==> config.mk <==
export PLATFORM = sky130hd
export DESIGN_NAME = data_mem_arbiter
export DESIGN_NICKNAME = d
export VERILOG_FILES = /design/src/rtl/data_mem_arbiter.sv
export SDC_FILE = /design/constraint.sdc
export NUM_CORES = 1
export LEC_CHECK = 0
export ABC_AREA = 1
export CORE_ASPECT_RATIO = 1.4
export CORE_MARGIN = 2
export CORE_UTILIZATION = 38
export CTS_BUF_LIST = sky130_fd_sc_hd__clkbuf_2
export DETAILED_ROUTE_END_ITERATION = 8
export PLACE_DENSITY = 0.72
export SLEW_MARGIN = 15
export SYNTH_ARGS = -nofsm -noshare
export SYNTH_HDL_FRONTEND = slang
export SYNTH_SLANG_ARGS = --single-unit
==> constraint.sdc <==
create_clock -name clk -period 1.37 [get_ports clk]
set_input_delay 0.2055 -clock clk [delete_from_list [all_inputs] [get_ports clk]]
set_output_delay 0.2055 -clock clk [all_outputs]
set_load 0.02 [all_outputs]
==> src/rtl/data_mem_arbiter.sv <==
// Single-port data memory arbiter between the CPU execute stage and a debug/DMA port:
// round-robin arbitration, bounded debug lock, and a two-slot read-return pipeline.
//
// state    | meaning
// ARB      | round-robin between cpu and dbg, lock counter held at 0
// DBG_LOCK | dbg owns the memory back-to-back, cpu held off
// RELEASE  | lock limit hit with cpu waiting; cpu gets one forced grant
module data_mem_arbiter #(
  parameter int A_SIZE   = 10,
  parameter int D_SIZE   = 32,
  parameter int MAX_LOCK = 8
) (
  input  logic              clk,
  input  logic              reset,
  input  logic              cpu_req,
  input  logic              cpu_we,
  input  logic [A_SIZE-1:0] cpu_addr,
  input  logic [D_SIZE-1:0] cpu_wdata,
  output logic              cpu_gnt,
  output logic              cpu_stall,
  output logic              cpu_rvalid,
  output logic [D_SIZE-1:0] cpu_rdata,
  input  logic              dbg_req,
  input  logic              dbg_we,
  input  logic [A_SIZE-1:0] dbg_addr,
  input  logic [D_SIZE-1:0] dbg_wdata,
  input  logic              dbg_lock,
  output logic              dbg_gnt,
  output logic              dbg_rvalid,
  output logic [D_SIZE-1:0] dbg_rdata,
  output logic              mem_en,
  output logic              mem_we,
  output logic [A_SIZE-1:0] mem_addr,
  output logic [D_SIZE-1:0] mem_wdata,
  input  logic [D_SIZE-1:0] mem_rdata
);

  localparam int CW = $clog2(MAX_LOCK + 1);
  localparam logic [CW-1:0] LOCK_MAX = CW'(MAX_LOCK);
  localparam logic [CW-1:0] LOCK_ONE = CW'(1);

  typedef enum logic [1:0] {ARB = 2'd0, DBG_LOCK = 2'd1, RELEASE = 2'd2} state_e;

  state_e            state_q, state_d;
  logic [CW-1:0]     lock_cnt_q, lock_cnt_d;
  logic              last_gnt_q, last_gnt_d;   // 1 = dbg was granted most recently
  logic              mem_en_q, mem_en_d;
  logic              mem_we_q, mem_we_d;
  logic [A_SIZE-1:0] mem_addr_q, mem_addr_d;
  logic [D_SIZE-1:0] mem_wdata_q, mem_wdata_d;
  logic              rd_dbg_q, rd_dbg_d;
  logic              cpu_rvalid_q, cpu_rvalid_d;
  logic              dbg_rvalid_q, dbg_rvalid_d;
  logic [D_SIZE-1:0] cpu_hold_q, cpu_hold_d;
  logic [D_SIZE-1:0] dbg_hold_q, dbg_hold_d;
  logic              any_gnt;

  always_comb begin : arb_fsm
    state_d    = state_q;
    lock_cnt_d = lock_cnt_q;
    cpu_gnt    = 1'b0;
    dbg_gnt    = 1'b0;
    case (state_q)
      ARB: begin
        lock_cnt_d = '0;
        if (cpu_req && (!dbg_req || last_gnt_q)) begin
          cpu_gnt = 1'b1;
        end else if (dbg_req) begin
          dbg_gnt = 1'b1;
          if (dbg_lock) begin
            // the grant that takes the lock is the first of the locked run
            lock_cnt_d = LOCK_ONE;
            state_d    = ((LOCK_ONE == LOCK_MAX) && cpu_req) ? RELEASE : DBG_LOCK;
          end
        end
      end
      DBG_LOCK: begin
        if (!dbg_req || !dbg_lock) begin
          dbg_gnt    = dbg_req;
          lock_cnt_d = '0;
          state_d    = ARB;
        end else begin
          dbg_gnt = 1'b1;
          if (lock_cnt_q != LOCK_MAX) lock_cnt_d = lock_cnt_q + LOCK_ONE;
          if ((lock_cnt_d == LOCK_MAX) && cpu_req) state_d = RELEASE;
        end
      end
      RELEASE: begin
        cpu_gnt    = cpu_req;
        lock_cnt_d = '0;
        state_d    = ARB;
      end
      default: begin
        lock_cnt_d = '0;
        state_d    = ARB;
      end
    endcase
    if (reset) begin
      cpu_gnt = 1'b0;
      dbg_gnt = 1'b0;
    end
  end

  always_comb begin : datapath
    any_gnt     = cpu_gnt | dbg_gnt;
    last_gnt_d  = dbg_gnt ? 1'b1 : (cpu_gnt ? 1'b0 : last_gnt_q);
    mem_en_d    = any_gnt;
    mem_we_d    = dbg_gnt ? dbg_we : (cpu_gnt & cpu_we);
    mem_addr_d  = mem_addr_q;
    mem_wdata_d = mem_wdata_q;
    rd_dbg_d    = rd_dbg_q;
    if (any_gnt) begin
      mem_addr_d  = dbg_gnt ? dbg_addr : cpu_addr;
      mem_wdata_d = dbg_gnt ? dbg_wdata : cpu_wdata;
      rd_dbg_d    = dbg_gnt;
    end
    // owner travels with the command so alternating reads return to the right port
    cpu_rvalid_d = mem_en_q & ~mem_we_q & ~rd_dbg_q;
    dbg_rvalid_d = mem_en_q & ~mem_we_q & rd_dbg_q;
    cpu_hold_d   = cpu_rvalid_q ? mem_rdata : cpu_hold_q;
    dbg_hold_d   = dbg_rvalid_q ? mem_rdata : dbg_hold_q;
  end

  always_ff @(posedge clk) begin
    if (reset) begin
      state_q      <= ARB;
      lock_cnt_q   <= '0;
      last_gnt_q   <= 1'b1;
      mem_en_q     <= 1'b0;
      mem_we_q     <= 1'b0;
      mem_addr_q   <= '0;
      mem_wdata_q  <= '0;
      rd_dbg_q     <= 1'b0;
      cpu_rvalid_q <= 1'b0;
      dbg_rvalid_q <= 1'b0;
      cpu_hold_q   <= '0;
      dbg_hold_q   <= '0;
    end else begin
      state_q      <= state_d;
      lock_cnt_q   <= lock_cnt_d;
      last_gnt_q   <= last_gnt_d;
      mem_en_q     <= mem_en_d;
      mem_we_q     <= mem_we_d;
      mem_addr_q   <= mem_addr_d;
      mem_wdata_q  <= mem_wdata_d;
      rd_dbg_q     <= rd_dbg_d;
      cpu_rvalid_q <= cpu_rvalid_d;
      dbg_rvalid_q <= dbg_rvalid_d;
      cpu_hold_q   <= cpu_hold_d;
      dbg_hold_q   <= dbg_hold_d;
    end
  end

  // read data is live from memory in the return cycle, then held
  assign cpu_rdata  = cpu_rvalid_q ? mem_rdata : cpu_hold_q;
  assign dbg_rdata  = dbg_rvalid_q ? mem_rdata : dbg_hold_q;
  assign cpu_rvalid = cpu_rvalid_q;
  assign dbg_rvalid = dbg_rvalid_q;
  assign cpu_stall  = cpu_req & ~cpu_gnt;
  assign mem_en     = mem_en_q;
  assign mem_we     = mem_we_q;
  assign mem_addr   = mem_addr_q;
  assign mem_wdata  = mem_wdata_q;

endmodule

==> results of run 1 <==
[through the flow]
step	std cells	TNS (ns)	cell area (um^2)	total power, mW	setup WS, ns
floorplan	783	-0.297	5260	4.64	-0.0148
global placement	1267	-42.60	8540	5.73	-0.577
detailed placement	1267	-45.36	8540	5.75	-0.619
CTS	1304	-37.13	9100	8.53	-0.474
global route	1336	-47.19	10200	9.34	-0.599
finish	1336	-31.49	10200	8.98	-0.428
[power by group through the flow]
| stage | combinational, mW | clock [mW] | sequential, mW |
|---|---|---|---|
| finish | 2.54 | 2.69 | 3.75 |
| global route | 2.70 | 2.86 | 3.77 |
| CTS | 2.06 | 2.73 | 3.74 |
| detailed placement | 1.99 | 0 | 3.76 |
| global placement | 1.97 | 0 | 3.76 |
| floorplan | 0.754 | 0 | 3.89 |
[layer usage]
metal  global-route usage, %  wire length (um)  vias to the layer above
met5                       0                 0                        -
li1                        -                 -                     3205
met3                    7.64              1510                       40
met4                    7.62               520                        0
met2                    40.3             10600                      261
met1                    24.3              7260                     2984
[cells in the final DEF (no fill, tap or decap), types with 6 or more instances in the layout]
cell             instances
nand2_1                188
buf_4                  133
clkdlybuf4s50_1        121
buf_6                  102
nand2_2                 82
inv_1                   76
a21oi_1                 75
dfxtp_1                 67
dfxtp_2                 47
nor2_1                  39
nand3_1                 31
nand4_1                 28
nand3_2                 23
clkbuf_2                19
a21oi_2                 18
o21ai_1                 13
clkbuf_16               12
buf_12                  11
nand2_4                  9
inv_2                    7
buf_8                    7
o21ai_0                  6
[worst register-to-register path: stages, from the launching register on]
cell and delay, ns:
dfxtp_2 0.40, inv_2 0.05, nand3_2 0.09, nand3_4 0.12
buf_6 0.16, buf_12 0.13, nand2_8 0.13, buf_12 0.12
buf_8 0.12, nand2_1 0.05, nor2_1 0.08, nor2_1 0.04
[registers in the layout, indices dropped and copies added, names as in the netlist]
register    count
dbg_rvalid      1
mem_en          1
cpu_hold_q     32
state_q         2
rd_dbg_q        1
last_gnt_q      1
mem_addr       10
mem_we          1
cpu_rvalid      1
dbg_hold_q     32
mem_wdata      32
lock_cnt_q      4
[cell families after synthesis]
group                      after synthesis
AOI/OAI and AO/OA                      114
adders and majority gates                2
buffers and inverters                  137
DFF                                    118
and+or+nand+nor                        412
[cell type report]
class / instances / area [um^2]
repair buffers: 389 / 4040
fillers: 963 / 3230
multi-input cells: 529 / 2890
flip-flops and latches: 118 / 2440
inverters: 86 / 338
well taps: 182 / 228
clock inverters: 12 / 184
clock buffers: 19 / 95.1
diodes: 1 / 2.50
[path summary, 6_finish.rpt]
check | startpoint | endpoint
worst max-delay path | dbg_rvalid | dbg_rdata[13]
worst min-delay path | reset | mem_addr[5]
worst max register to register | last_gnt_q | mem_wdata[14]
worst min register to register | cpu_hold_q[5] | cpu_hold_q[5]
[what timing repair did]
item / CTS / global route
pin swaps: 10 / 27
gates resized for setup: 743 / 187
endpoints found under the setup margin: 158 / 156
buffers inserted: 4 / 15
cloned: 2 / 16
==> results.json, run 1 <==
{
  "outcome": "complete, but fails checks",
  "hold_depth": 5,
  "synth_xor_xnor_area_share_pct": 0,
  "drc": 0,
  "antenna_found_initial": 1,
  "hold_buffers": 0,
  "num_io_pins": 236,
  "cts_tree": "built",
  "layout-drive-gt1-share_pct": 43.4,
  "sequentialPowerShare_pct": 41.8,
  "htree_levels": 4,
  "finalCritPeriodShare_pct": 131,
  "muxShareOfSynthArea_pct": 0,
  "die_w_um": 103,
  "hold_viol_final": 0,
  "synth_area_um2": 5250,
  "track_usage_pct": 22.5,
  "cp_slowest_cell": "dfxtp_4",
  "final_antenna_net_count": 0,
  "switching_share_pct": 29.6,
  "slowest_delay_ns": 0.41,
  "cts-root-buf": "clkbuf_2",
  "yosysSeqAreaShare_pct": 45.0,
  "fin_hold_ws_ns": 0.135,
  "vias": 6490,
  "async_reset_ff_share_pct": 0,
  "critPathBufInv": 3,
  "cp-end-kind": "output pin",
  "gp_congestion": 0.822,
  "finalWorstSetupSlack_ns": -0.428,
  "path_class": "register to output pin",
  "nNetsFinal": 1266,
  "crit_required_ns": 1.16,
  "yosys.area_share.simple_pct": 33.0,
  "final_core_util_pct": 76.0,
  "core_area_um2": 13500,
  "path_depth": 5,
  "insertion_delay_ns": 0.66,
  "drt_iter0_drc": 223,
  "row_count": 50,
  "io_buffers": 235,
  "violations": "setup timing",
  "numCtsBuffers": 17,
  "worstMarginPinSlew_ns": 1.12,
  "syn-num-nets": 908,
  "area_delta_synth_final_pct": 94.8,
  "p_int_mw": 6.33,
  "clk_path_buf_depth": 2,
  "rsz0062_at_grt": "true",
  "finalCriticalPeriod_ns": 1.80,
  "setup_viol": 113,
  "hold_class": "input pin to register",
  "maxCapViolCount": 0,
  "cp-start-kind": "register",
  "syn_inst": 783,
  "synth-adder-area-share_pct": 0.477,
  "synth_compound_area_share_pct": 11.0,
  "relSlewSlack_pct": 25.1,
  "yosys.cell_count.top_type": "nand2_1",
  "clkPwrFrac_pct": 29.9,
  "die_area_um2": 14800,
  "worstPathArrival_ns": 1.59,
  "grt_max_degree": 93,
  "synth_top_family_by_area": "simple AND/OR/NAND/NOR gates",
  "critPathTopFamily": "flip-flops",
  "path_clk_slew_ns": 0.18,
  "fmax_mhz": 556,
  "ys_top_cells_by_count": "nand2_1 (280), dfxtp_1 (118), a21oi_1 (93)",
  "grt_pass1_wl_um": 26300,
  "vdd_ir_drop_max_v": 0.000570,
  "route.detailed.wl_per_inst_um": 14.9,
  "final_max_slew_viol_count": 0,
  "p_sw_mw": 2.65,
  "cp_cell_sequence": "buf_8, buf_6, nand2_2, nand2_2, buf_6",
  "dp_hpwl_um": 11600,
  "syn_avg_cell_area_um2": 6.70,
  "wirelength_um": 19900,
  "yosysWarnings": 0,
  "synth_top_cell_by_area": "dfxtp_1",
  "synth-main-ff-cell": "dfxtp_1",
  "synth_top_area_share_pct": 45.0,
  "die_height_um": 143,
  "synth.area.top_cells": "dfxtp_1 (45%), nand2_1 (20%), a21oi_1 (8.9%)",
  "power_density_nw_per_um2": 879,
  "cp_max_fo": 5,
  "rrSetupSlack_ns": -0.21,
  "numClockSinks": 118,
  "start_util_pct": 39.0,
  "grt-ovfl-total": 0,
  "power_leakage_nw": 4.87,
  "ys_ff_latch": 118,
  "reg2reg_depth": 11,
  "grt_pass1_vias": 5728,
  "synth_edf_count": 0,
  "skew_ns": 0.0286,
  "drt_first_pass_iters": 4,
  "p_comb_share_pct": 28.3,
  "via_per_inst": 4.86,
  "synth.distinct_cells": 22
}
(Power assumes the default switching activity.)
==> inputs of run 2 (changes only) <==
Settings changed: CORE_UTILIZATION 38 to 43, PLACE_DENSITY 0.72 to 0.8.
==> run 2 against run 1 <==
  * The run still ends with setup timing left
  * Flip-flop and latch count is the same
  * Fmax shrank 2.2%
  * Critical path depth is the same
==> results.json, run 2 (synthesis results as in run 1) <==
{
  "regToRegEndpoint": "mem_wdata[27]",
  "multi_input_area_um2": 3080,
  "nNetsFinal": 1254,
  "die_height_um": 135,
  "hold_viol_final": 0,
  "track_usage_pct": 26.9,
  "worstMarginPinSlew_ns": 1.11,
  "path_class": "register to output pin",
  "final_antenna_net_count": 0,
  "antenna_found_initial": 1,
  "critPathTopFamily": "buffers and inverters",
  "hold_buffers": 0,
  "hold_depth": 5,
  "stdcell_count": 1288,
  "area_delta_synth_final_pct": 91.6,
  "via_per_inst": 5.14,
  "p_int_mw": 5.78,
  "hold_class": "input pin to register",
  "gp_congestion": 0.851,
  "clkPwrFrac_pct": 24.9,
  "final_core_util_pct": 84.6,
  "drc": 0,
  "num_io_pins": 236,
  "critPathBufInv": 3,
  "cp-start-kind": "register",
  "final_max_slew_viol_count": 0,
  "htree_levels": 4,
  "cp-startpoint": "dbg_rvalid",
  "min_from": "reset",
  "route.detailed.wl_per_inst_um": 16.0,
  "maxCapViolCount": 0,
  "p_comb_share_pct": 30.8,
  "violations": "setup timing",
  "power_leakage_nw": 4.76,
  "cts-root-buf": "clkbuf_2",
  "finalCriticalPeriod_ns": 1.84,
  "power_density_nw_per_um2": 847,
  "grt_pass1_vias": 6075,
  "outcome": "complete, but fails checks",
  "grt_max_degree": 93,
  "seq_area_um2": 2430,
  "relSlewSlack_pct": 25.7,
  "switching_share_pct": 32.0,
  "r2r_start": "state_q[1]",
  "drt_first_pass_iters": 5,
  "dp_hpwl_um": 11600,
  "fillers": 644,
  "skew_ns": 0.0404,
  "die_w_um": 97.3,
  "wirelength_um": 20600,
  "finalCritPeriodShare_pct": 134,
  "p_sw_mw": 2.73,
  "fmax_mhz": 544,
  "rsz0062_at_grt": "true",
  "worstPathArrival_ns": 1.63,
  "slowest_delay_ns": 0.41,
  "layout-drive-gt1-share_pct": 43.3,
  "cp_slowest_cell": "dfxtp_4",
  "drt_iter0_drc": 243,
  "grt_pass1_wl_um": 28500,
  "mostFrequentLayoutCells": "nand2_1 (199), buf_4 (139), clkdlybuf4s50_1 (121)",
  "crit_required_ns": 1.16,
  "numCtsBuffers": 17,
  "core_area_um2": 11900,
  "vdd_ir_drop_max_v": 0.000541,
  "insertion_delay_ns": 0.68,
  "setup_viol": 117,
  "clk_path_buf_depth": 2,
  "start_util_pct": 44.2,
  "rrSetupSlack_ns": -0.12,
  "vias": 6615,
  "cp-end-kind": "output pin",
  "finalWorstSetupSlack_ns": -0.469,
  "cts_tree": "built",
  "io_buffers": 235,
  "die_area_um2": 13100,
  "numClockSinks": 118,
  "sequentialPowerShare_pct": 44.2,
  "power.total_mw": 8.51,
  "row_count": 47,
  "reg2reg_depth": 10,
  "path_clk_slew_ns": 0.19,
  "dp_slack_ns": -0.628,
  "dp.cells": 1227,
  "hold_end": "mem_wdata[19]",
  "grt-ovfl-total": 0,
  "cp_max_fo": 12,
  "cp_cell_sequence": "inv_6, buf_16, nand2_2, nand2_1, buf_4",
  "layout_commonest_cell": "nand2_1"
}
run 2: power groups by stage:
stage	Combinational [mW]	Sequential, mW	Clock [mW]
4_1_cts	2.22	3.74	2.14
5_1_grt	2.76	3.78	2.30
3_3_place_gp	1.97	3.75	0
3_5_place_dp	1.99	3.76	0
2_1_floorplan	0.754	3.89	0
6_report	2.62	3.76	2.12
run 2: what timing repair did:
action | 4_1_cts | 5_1_grt
setup buffers | 9 | 14
gates resized for setup | 758 | 210
setup endpoints to repair | 155 | 160
gates cloned | 8 | 3
pin swaps | 14 | 53
run 2: how the worst max path moves through the flow:
stage / to / cells after the start
floorplan: cpu_rdata[10] / 4
global placement: cpu_gnt / 6
detailed placement: cpu_gnt / 6
CTS: dbg_rdata[31] / 5
global route: dbg_rdata[27] / 5
finish: dbg_rdata[12] / 5
run 2: worst min-delay path, delay by kind of cell:
kind / cells / cell delay [ns]
AND/OR/NAND/NOR: 1 / 0.04
AO/OA/AOI/OAI: 1 / 0.06
buffers and inverters: 3 / 0.43
run 2: per-layer routing:
layer	up-vias	track usage (%)	part of all wire [%]	routed length [um]
met5	-	0	0	0
met4	0	12.2	3.5	722
met1	3081	29.3	35	7290
met2	291	49.0	54	11200
met3	60	6.78	6.7	1380
li1	3183	-	-	-
run 2: layout make-up:
type	count	share of cell area (%)
antenna	1	0.0249
clock buffer	19	0.946
clock inverter	11	1.11
inverter	86	3.36
multi-input combinational	529	30.6
sequential	118	24.2
tap	147	1.83
timing repair buffer	377	37.9
run 2: stage by stage:
step / hold slack (ns) / cell area [um^2] / TNS [ns]
after floorplan: 0.331 / 5260 / -0.297
final: 0.0622 / 10000 / -31.00
after CTS: 0.0240 / 9130 / -32.83
after detailed placement: 0.461 / 8450 / -42.02
after global routing: 0.0400 / 10000 / -42.86
after global placement: 0.455 / 8450 / -39.29
